## src/rtl/pipe_pkg.sv

```systemverilog
// Shared definitions for the elastic pipeline-stage register: default widths,
// EX/MEM field positions and the occupancy state encoding.
package pipe_pkg;

    localparam int DEF_DATA_W     = 32;
    localparam int DEF_NUM_FIELDS = 5;
    localparam int DEF_FLAG_W     = 1;
    localparam int DEF_CNT_W      = 16;

    // Field slots of the EX/MEM bundle inside in_data/out_data.
    localparam int F_ALU   = 0;
    localparam int F_STORE = 1;
    localparam int F_WREG  = 2;
    localparam int F_BRTGT = 3;

    // Encoded as {main_valid, skid_valid}; 2'b01 cannot occur.
    typedef enum logic [1:0] {
        ST_EMPTY = 2'b00,
        ST_BUSY  = 2'b10,
        ST_FULL  = 2'b11
    } pipe_state_t;

endpackage

```

## src/rtl/sat_counter.sv

```systemverilog
// Up-counter that sticks at its all-ones value; cleared only by reset.
module sat_counter #(
    parameter int W = 16
) (
    input  logic         clk,
    input  logic         rst_n,
    input  logic         inc,
    output logic [W-1:0] count
);

    always_ff @(posedge clk or negedge rst_n) begin
        if (!rst_n) begin
            count <= '0;
        end else if (inc && (count != {W{1'b1}})) begin
            count <= count + W'(1);
        end
    end

endmodule

```

## src/rtl/pipe_stage_reg.sv

```systemverilog
// Elastic pipeline-stage register: main entry plus one skid entry so that
// in_ready comes straight from a flop, with flush and a stall-cycle counter.
module pipe_stage_reg
    import pipe_pkg::*;
#(
    parameter int DATA_W     = DEF_DATA_W,
    parameter int NUM_FIELDS = DEF_NUM_FIELDS,
    parameter int FLAG_W     = DEF_FLAG_W,
    parameter int CNT_W      = DEF_CNT_W
) (
    input  logic                         clk,
    input  logic                         rst_n,
    input  logic                         flush,
    input  logic                         in_valid,
    output logic                         in_ready,
    input  logic [NUM_FIELDS*DATA_W-1:0] in_data,
    input  logic [FLAG_W-1:0]            in_flags,
    output logic                         out_valid,
    input  logic                         out_ready,
    output logic [NUM_FIELDS*DATA_W-1:0] out_data,
    output logic [FLAG_W-1:0]            out_flags,
    output logic [CNT_W-1:0]             stall_cnt
);

    localparam int BUS_W = NUM_FIELDS * DATA_W;

    logic              main_valid;
    logic [BUS_W-1:0]  main_data;
    logic [FLAG_W-1:0] main_flags;
    logic              skid_valid;
    logic [BUS_W-1:0]  skid_data;
    logic [FLAG_W-1:0] skid_flags;

    logic        push;
    logic        pop;
    pipe_state_t state;

    // Handshake: a bundle moves on a rising edge when valid and ready are both
    // high in that cycle; valid never waits on ready, and an offered output
    // bundle stays put (data and flags stable) until it is taken.
    assign in_ready  = !skid_valid;
    assign out_valid = main_valid;
    assign out_data  = main_data;
    assign out_flags = main_flags;

    assign push  = in_valid && in_ready;
    assign pop   = out_valid && out_ready;
    assign state = pipe_state_t'({main_valid, skid_valid});

    always_ff @(posedge clk or negedge rst_n) begin
        if (!rst_n) begin
            main_valid <= 1'b0;
            main_data  <= '0;
            main_flags <= '0;
            skid_valid <= 1'b0;
            skid_data  <= '0;
            skid_flags <= '0;
        end else if (flush) begin
            // Squash both entries; payload registers keep their old contents.
            main_valid <= 1'b0;
            skid_valid <= 1'b0;
        end else begin
            case (state)
                ST_EMPTY: begin
                    if (push) begin
                        main_valid <= 1'b1;
                        main_data  <= in_data;
                        main_flags <= in_flags;
                    end
                end
                ST_BUSY: begin
                    if (push && pop) begin
                        main_data  <= in_data;
                        main_flags <= in_flags;
                    end else if (pop) begin
                        main_valid <= 1'b0;
                    end else if (push) begin
                        skid_valid <= 1'b1;
                        skid_data  <= in_data;
                        skid_flags <= in_flags;
                    end
                end
                ST_FULL: begin
                    if (pop) begin
                        main_data  <= skid_data;
                        main_flags <= skid_flags;
                        skid_valid <= 1'b0;
                    end
                end
                default: begin
                end
            endcase
        end
    end

    sat_counter #(
        .W(CNT_W)
    ) u_stall_cnt (
        .clk  (clk),
        .rst_n(rst_n),
        .inc  (out_valid && !out_ready),
        .count(stall_cnt)
    );

endmodule
```

## config.mk

```make
export PLATFORM = sky130hd
export DESIGN_NAME = pipe_stage_reg
export DESIGN_NICKNAME = d
export VERILOG_FILES = /design/src/rtl/pipe_pkg.sv /design/src/rtl/sat_counter.sv /design/src/rtl/pipe_stage_reg.sv
export SDC_FILE = /design/constraint.sdc
export NUM_CORES = 1
export LEC_CHECK = 0
export ABC_AREA = 1
export BUFFER_PORTS_ARGS = -buffer_cell sky130_fd_sc_hd__buf_2
export CAP_MARGIN = 20
export CELL_PAD_IN_SITES_DETAIL_PLACEMENT = 2
export CELL_PAD_IN_SITES_GLOBAL_PLACEMENT = 2
export CORE_ASPECT_RATIO = 0.9
export CORE_MARGIN = 5
export CORE_UTILIZATION = 31
export CTS_CLUSTER_DIAMETER = 120
export CTS_CLUSTER_SIZE = 8
export DETAILED_ROUTE_END_ITERATION = 8
export PLACE_DENSITY = 0.79
export RECOVER_POWER = 100
export SLEW_MARGIN = 20
export SYNTH_ARGS = -nofsm -noshare
export SYNTH_HDL_FRONTEND = slang
export SYNTH_SLANG_ARGS = --single-unit
```

## constraint.sdc

```tcl
create_clock -name clk -period 2.03 [get_ports clk]
set_input_delay 0.1015 -clock clk [delete_from_list [all_inputs] [get_ports clk]]
set_output_delay 0.1015 -clock clk [all_outputs]
set_load 0.1 [all_outputs]
```

==> results of run 1 <==
final cells by class:
type	instances	area (sq um)
Fill cell	5124	26600
Clock inverter	3	47.5
Sequential cell	340	8510
Inverter	187	702
Tap cell	616	771
Clock buffer	52	1240
Timing Repair Buffer	543	3810
Multi-Input combinational cell	1103	4890
Antenna cell	1	2.50
power by group through the flow:
stage | sequential, mW | clock, mW | combinational [mW]
after detailed placement | 9.88 | 0 | 9.24
after global routing | 10.2 | 7.87 | 10.1
final | 9.97 | 7.38 | 9.59
after floorplan | 15.0 | 0 | 1.87
after global placement | 9.77 | 0 | 8.94
after CTS | 9.81 | 7.50 | 9.55
through the flow:
| step | cell area [sq um] | setup slack, ns |
|---|---|---|
| 2_1_floorplan | 14600 | 0.0236 |
| 3_3_place_gp | 17100 | 0.239 |
| 3_5_place_dp | 17100 | 0.0945 |
| 4_1_cts | 20000 | 0.0416 |
| 5_1_grt | 20000 | 0.0141 |
| 6_report | 20000 | 0.0538 |
worst max path at each step:
| stage | cells after the start | slack, ns | endpoint |
|---|---|---|---|
| detailed placement | 5 | 0.09 | out_data[29]$_DFFE_PN0P_ |
| floorplan | 9 | 0.02 | u_stall_cnt.count[11]$_DFFE_PN0P_ |
| global placement | 5 | 0.24 | out_data[143]$_DFFE_PN0P_ |
| finish | 5 | 0.05 | out_data[118]$_DFFE_PN0P_ |
| global route | 7 | 0.01 | skid_data[77]$_DFFE_PN0P_ |
| CTS | 5 | 0.04 | out_data[51]$_DFFE_PN0P_ |
flip-flops by register name, indices dropped and copies added, names as in the netlist:
signal             flops
skid_valid             1
out_valid              1
u_stall_cnt.count     16
skid_flags             1
out_flags              1
out_data             160
skid_data            160
placed cells by master (no fill, tap or decap), types with 11 or more instances in the layout:
cell / count
nand2_1: 558
o21ai_0: 468
dfrtp_1: 335
inv_1: 187
clkbuf_2: 185
dlygate4sd3_1: 166
buf_2: 164
clkbuf_16: 49
nor2_1: 22
o21ai_1: 21
nand3_1: 11
buf_12: 11
per-layer routing:
layer / up-vias / routed length, um
met4: 0 / 2070
met2: 366 / 31100
li1: 6464 / -
met1: 7196 / 24100
met3: 128 / 2550
met5: - / 0
logic make-up after synthesis:
| group | count (synthesis) |
|---|---|
| and+or+nand+nor | 609 |
| xor gates and xnor gates | 3 |
| AOI/OAI and AO/OA | 490 |
| buffers and inverters | 293 |
| DFF | 340 |
| adders and majority gates | 1 |
timing repair:
item                                    in CTS  in global routing
resized for setup                            0                  6
hold buffers                               166                  0
endpoints found under the hold margin      616                  0
endpoints found under the setup margin       0                 89
worst max-delay path, delay by kind of cell (launching register included):
family          cells  cell delay [ns]
simple gates        1             0.22
flops               1             0.47
compound gates      2             0.66
buf+inv             2             0.45
==> impl_metrics.env, run 1 <==
export IMPL_largest_net_degree_at_the_start_of_global_routing=197
export IMPL_worst_hold_slack_ns=0.363
export IMPL_post_route_drc_count=0
export IMPL_floorplan_rows=75
export IMPL_async_flop_share_pct=100
export IMPL_synth_top_cells_by_count="nand2_1, o21ai_0, dfrtp_1"
export IMPL_core_area_sq_um=46500
export IMPL_die_h_um=216
export IMPL_vias_in_the_first_global_route=16200
export IMPL_critical_path_slowest_cell="dfrtp_2"
export IMPL_leakagePower_nw=10.6
export IMPL_fin_total_pwr_mw=26.9
export IMPL_cp_cell_instances="o21ai_0, nand3_4, buf_12, buf_6, o21ai_0"
export IMPL_maxSlewViolCount=0
export IMPL_startpoint_type="flip-flop"
export IMPL_power_share_combinational_pct=35.6
export IMPL_maximum_fanout_along_the_worst_path=40
export IMPL_drtAntennaViolNets=0
export IMPL_synth_compound_gate_area_share_pct=16.9
export IMPL_largest_cells_by_area_after_synthesis="dfrtp_1, nand2_1, o21ai_0"
export IMPL_wire_per_inst_um=21.0
export IMPL_route_detailed_vias_per_inst=4.98
export IMPL_max_clock_path_buffers=3
export IMPL_synth_fp_nets=1903
export IMPL_post_synth_top_area_fraction_pct=58.4
export IMPL_timing_worst_setup_path_type="reg -> reg"
export IMPL_die_area_sq_um=51400
export IMPL_hold_vio_cnt_final=0
export IMPL_worstPathArrival_ns=2.41
export IMPL_vdd_drop_max_mv=0.813
export IMPL_area_delta_synth_final_pct=37.1
export IMPL_power_density_nw_per_um2=1350
export IMPL_cts_tree="done"
export IMPL_setup_reg_to_reg_worst_slack_ns=0.05
export IMPL_post_synth_and_or_nand_nor_area_fraction_pct=16.3
export IMPL_num_vias=14200
export IMPL_final_setup_violating_endpoints=0
export IMPL_power_frac_clock_pct=27.4
export IMPL_die_w_um=239
export IMPL_setup_tns_final_ns=0
export IMPL_synth_area_sq_um=14600
export IMPL_synthAdderAreaFrac_pct=0.0859
export IMPL_met1_usage_pct=26.4
export IMPL_yosysSeqAreaShare_pct=58.4
export IMPL_finalWorstPathRequiredPeriod_ns=1.98
export IMPL_grt_busiest_layer="met2"
export IMPL_postRouteWirelength_um=59700
export IMPL_final_setup_skew_ns=0.0184
export IMPL_ios=345
export IMPL_p_seq_share_pct=37.0
export IMPL_cts_reportedPaths_clkPinSlew_ns=0.06
export IMPL_wire_length_of_the_first_global_routing_pass_um=92600
export IMPL_synth_top_family_by_area="compound AO/OA/AOI/OAI gates"
export IMPL_post_dp_hpwl_um=33300
export IMPL_gpl_final_weighted_congestion=0.762
export IMPL_drt_iter0_drc=655
export IMPL_critPathRequiredTime_ns=2.46
export IMPL_power_internal_mw=14.8
export IMPL_final_cell_count_no_fill=2845
export IMPL_synthMostInstantiatedCell="nand2_1"
export IMPL_synthCells=1736
export IMPL_setup_repair_after_global_routing_missed_its_margin="false"
export IMPL_worst_hold_endpoint="skid_data[90]$_DFFE_PN0P_"
export IMPL_cts_buffers_inserted=48
export IMPL_numPortBuffers=344
export IMPL_util_after_layout_pct=42.9
export IMPL_synth_seq_cells=340
export IMPL_dominantRegCellSynth="dfrtp_1"
export IMPL_grt_overflow_total=0
export IMPL_outcome="finished clean"
export IMPL_worstSkewPairLatency_ns=0.56
export IMPL_drt_pass1_iter_count=5
export IMPL_crit_path_start="out_valid$_DFFE_PN0P_"
export IMPL_synthesized_area_fraction_occupied_by_xor_and_xnor_cells_pct=0.180
export IMPL_numPlacedInstances=2622
export IMPL_yosys_mux_area_fraction_pct=0
export IMPL_critical_path_reg2reg_endpoint="out_data[118]$_DFFE_PN0P_"
export IMPL_highest_achievable_clock_rate_ghz=0.506
export IMPL_rr_worst_depth=5
export IMPL_r2r_start="out_valid$_DFFE_PN0P_"
export IMPL_critical_path_max_stage_delay_ns=0.47
export IMPL_synth_distinct_cells=22
export IMPL_level_count_of_the_clock_h_tree=2
export IMPL_antenna_found_initial=1
export IMPL_tritoncts_num_sinks=340
export IMPL_cell_seen_most_often_among_critical_path_stages="o21ai_0"
export IMPL_cp_end_kind="flip-flop"
export IMPL_worstHoldPathType="in -> reg"
export IMPL_count_of_max_cap_constraint_violations=0
export IMPL_synth_warning_count=0
export IMPL_root_buf_cell="clkbuf_16"
export IMPL_post_synth_cell_area_avg_sq_um=8.39
export IMPL_synth_edff_count=0
export IMPL_worstMarginPinSlew_ns=1.43
export IMPL_worstHoldPathCells=4
export IMPL_fin_nets=2390
export IMPL_met3_usage_pct=3.84
export IMPL_share_of_cells_above_drive_strength_1_pct=19.6
export IMPL_use_met2_pct=40.9
export IMPL_post_cts_buffers=0
export IMPL_timing_slew_headroom_pct=4.73
export IMPL_net_switching_power_mw=12.2
export IMPL_initial_core_util_pct=31.3
export IMPL_groute_usage_overall_pct=22.4
export IMPL_synth_top_area_cell="dfrtp_1"
export IMPL_layout_worst_path_cycle_share_pct=97.3
export IMPL_sw_frac_of_total_pct=45.2
export IMPL_hp_start="in_data[90]"
(Power assumes the default switching activity.)
==> inputs of run 2 (changes only) <==
--- a/config.mk
+++ b/config.mk
@@ -8,15 +8,15 @@
 export ABC_AREA = 1
 export BUFFER_PORTS_ARGS = -buffer_cell sky130_fd_sc_hd__buf_2
 export CAP_MARGIN = 20
-export CELL_PAD_IN_SITES_DETAIL_PLACEMENT = 2
-export CELL_PAD_IN_SITES_GLOBAL_PLACEMENT = 2
+export CELL_PAD_IN_SITES_DETAIL_PLACEMENT = 0
+export CELL_PAD_IN_SITES_GLOBAL_PLACEMENT = 1
 export CORE_ASPECT_RATIO = 0.9
 export CORE_MARGIN = 5
-export CORE_UTILIZATION = 31
+export CORE_UTILIZATION = 40
 export CTS_CLUSTER_DIAMETER = 120
 export CTS_CLUSTER_SIZE = 8
 export DETAILED_ROUTE_END_ITERATION = 8
-export PLACE_DENSITY = 0.79
+export PLACE_DENSITY = 0.81
 export RECOVER_POWER = 100
 export SLEW_MARGIN = 20
 export SYNTH_ARGS = -nofsm -noshare
==> run 2 against run 1 <==
  * Power is 4.0% lower
  * Sequential cell count stayed put
  * Largest power group unchanged
  * Clock skew is 0.0039 ns lower
  * Worst setup slack better by 0.091 ns
==> impl_metrics.env, run 2 (synthesized netlist as in run 1, its figures left out) <==
export IMPL_outcome="finished clean"
export IMPL_tritoncts_num_sinks=340
export IMPL_groute_usage_overall_pct=19.7
export IMPL_timing_worst_setup_path_type="reg -> reg"
export IMPL_layout_worst_path_cycle_share_pct=92.9
export IMPL_worstMarginPinSlew_ns=1.20
export IMPL_cts_buffers_inserted=48
export IMPL_layout_commonest_cell="nand2_1"
export IMPL_cts_tree="done"
export IMPL_setup_tns_final_ns=0
export IMPL_grt_overflow_total=0
export IMPL_max_clock_path_buffers=3
export IMPL_post_cts_buffers=0
export IMPL_initial_core_util_pct=40.4
export IMPL_final_setup_violating_endpoints=0
export IMPL_cts_resized=0
export IMPL_numPortBuffers=344
export IMPL_insertedDiodeCount=0
export IMPL_root_buf_cell="clkbuf_16"
export IMPL_critPathRequiredTime_ns=2.44
export IMPL_maxSlewViolCount=0
export IMPL_die_area_sq_um=40300
export IMPL_crit_path_start="out_valid$_DFFE_PN0P_"
export IMPL_die_w_um=211
export IMPL_count_of_max_cap_constraint_violations=0
export IMPL_hold_vio_cnt_final=0
export IMPL_cts_reportedPaths_clkPinSlew_ns=0.05
export IMPL_timing_slew_headroom_pct=19.9
export IMPL_startpoint_type="flip-flop"
export IMPL_route_detailed_vias_per_inst=4.79
export IMPL_share_of_cells_above_drive_strength_1_pct=19.6
export IMPL_die_h_um=191
export IMPL_cp_end_kind="flip-flop"
export IMPL_finalWorstPathRequiredPeriod_ns=1.89
export IMPL_highest_achievable_clock_rate_ghz=0.530
export IMPL_post_route_drc_count=0
export IMPL_leakagePower_nw=10.5
export IMPL_largest_net_degree_at_the_start_of_global_routing=137
export IMPL_core_area_sq_um=36100
export IMPL_maximum_fanout_along_the_worst_path=22
export IMPL_wire_per_inst_um=14.7
export IMPL_worstHoldPathType="in -> async"
export IMPL_setup_repair_after_global_routing_missed_its_margin="false"
export IMPL_final_setup_skew_ns=0.0145
export IMPL_fin_total_pwr_mw=25.9
export IMPL_wire_length_of_the_first_global_routing_pass_um=65900
export IMPL_r2r_start="out_valid$_DFFE_PN0P_"
export IMPL_worstSkewPairLatency_ns=0.54
export IMPL_drt_pass1_iter_count=5
export IMPL_vias_in_the_first_global_route=12800
export IMPL_level_count_of_the_clock_h_tree=2
export IMPL_worstPathArrival_ns=2.30
export IMPL_antenna_found_initial=0
export IMPL_fin_nets=2405
export IMPL_post_dp_hpwl_um=26200
export IMPL_power_density_nw_per_um2=1310
export IMPL_ios=345
export IMPL_num_vias=13000
export IMPL_area_delta_synth_final_pct=35.3
export IMPL_postRouteWirelength_um=39900
export IMPL_gpl_final_weighted_congestion=0.814
export IMPL_most_common_layout_cells="nand2_1, o21ai_0, dfrtp_1"
export IMPL_drt_iter0_drc=975
export IMPL_vdd_drop_max_mv=0.787
export IMPL_drtAntennaViolNets=0
export IMPL_floorplan_rows=66
## run 2: worst paths after layout
| kind | slack (ns) | cells after the start | endpoint |
|---|---|---|---|
| max | 0.14 | 6 | out_data[6]$_DFFE_PN0P_ |
| min | 0.1 | 2 | skid_data[77]$_DFFE_PN0P_ |
| max reg2reg | 0.14 | 6 | out_data[6]$_DFFE_PN0P_ |
| min reg2reg | 0.48 | 2 | skid_data[96]$_DFFE_PN0P_ |
| max in group asynchronous | 0.38 | 3 | skid_data[101]$_DFFE_PN0P_ |
| min in group clk | 0.38 | 4 | skid_data[153]$_DFFE_PN0P_ |
## run 2: layout make-up
class	count	area [sq um]
Clock buffer	51	1230
Multi-Input combinational cell	1103	4890
Timing Repair Buffer	558	3740
Inverter	187	702
Tap cell	476	596
Fill cell	3220	16400
Sequential cell	340	8510
Clock inverter	1	30.0
## run 2: through the flow
step	utilization (%)	setup slack (ns)	area [sq um]	hold slack, ns	std cells
final	54.6	0.145	19700	0.0988	2716
after global routing	54.6	0.0133	19700	0.115	2716
after floorplan	-	0.0236	14600	-0.194	1736
after CTS	55.3	0.0555	19900	0.115	2717
after detailed placement	47.1	0.170	17000	0.103	2498
after global placement	47.1	0.243	17000	0.100	2498
## run 2: repair_timing
| item | CTS | global route |
|---|---|---|
| hold buffers | 167 | 0 |
| hold endpoints to repair | 577 | 0 |
| setup endpoints to repair | 0 | 1 |
## run 2: worst max-delay path, stage by stage (launching register included)
cell and delay, ns:
dfrtp_2 0.48, o21ai_0 0.31, nand3_4 0.22, buf_4 0.28, clkbuf_4 0.27, nand2_1 0.09
o21ai_1 0.07
## run 2: power by group
part	total, mW	leakage (nW)	internal [mW]	switching (mW)
clock network	7.02	0.620	4.33	2.69
logic	9.12	5.66	1.72	7.40
registers	9.72	4.27	8.65	1.07
total	25.9	10.5	14.7	11.2
## run 2: layer usage
layer	wire [um]	part of all wire (%)	up-vias	global-route usage, %
li1	-	-	6499	-
met2	18000	45	417	30.4
met3	2660	6.7	94	4.55
met4	1410	3.5	0	7.55
met5	0	0	-	0
met1	17900	45	6009	27.3
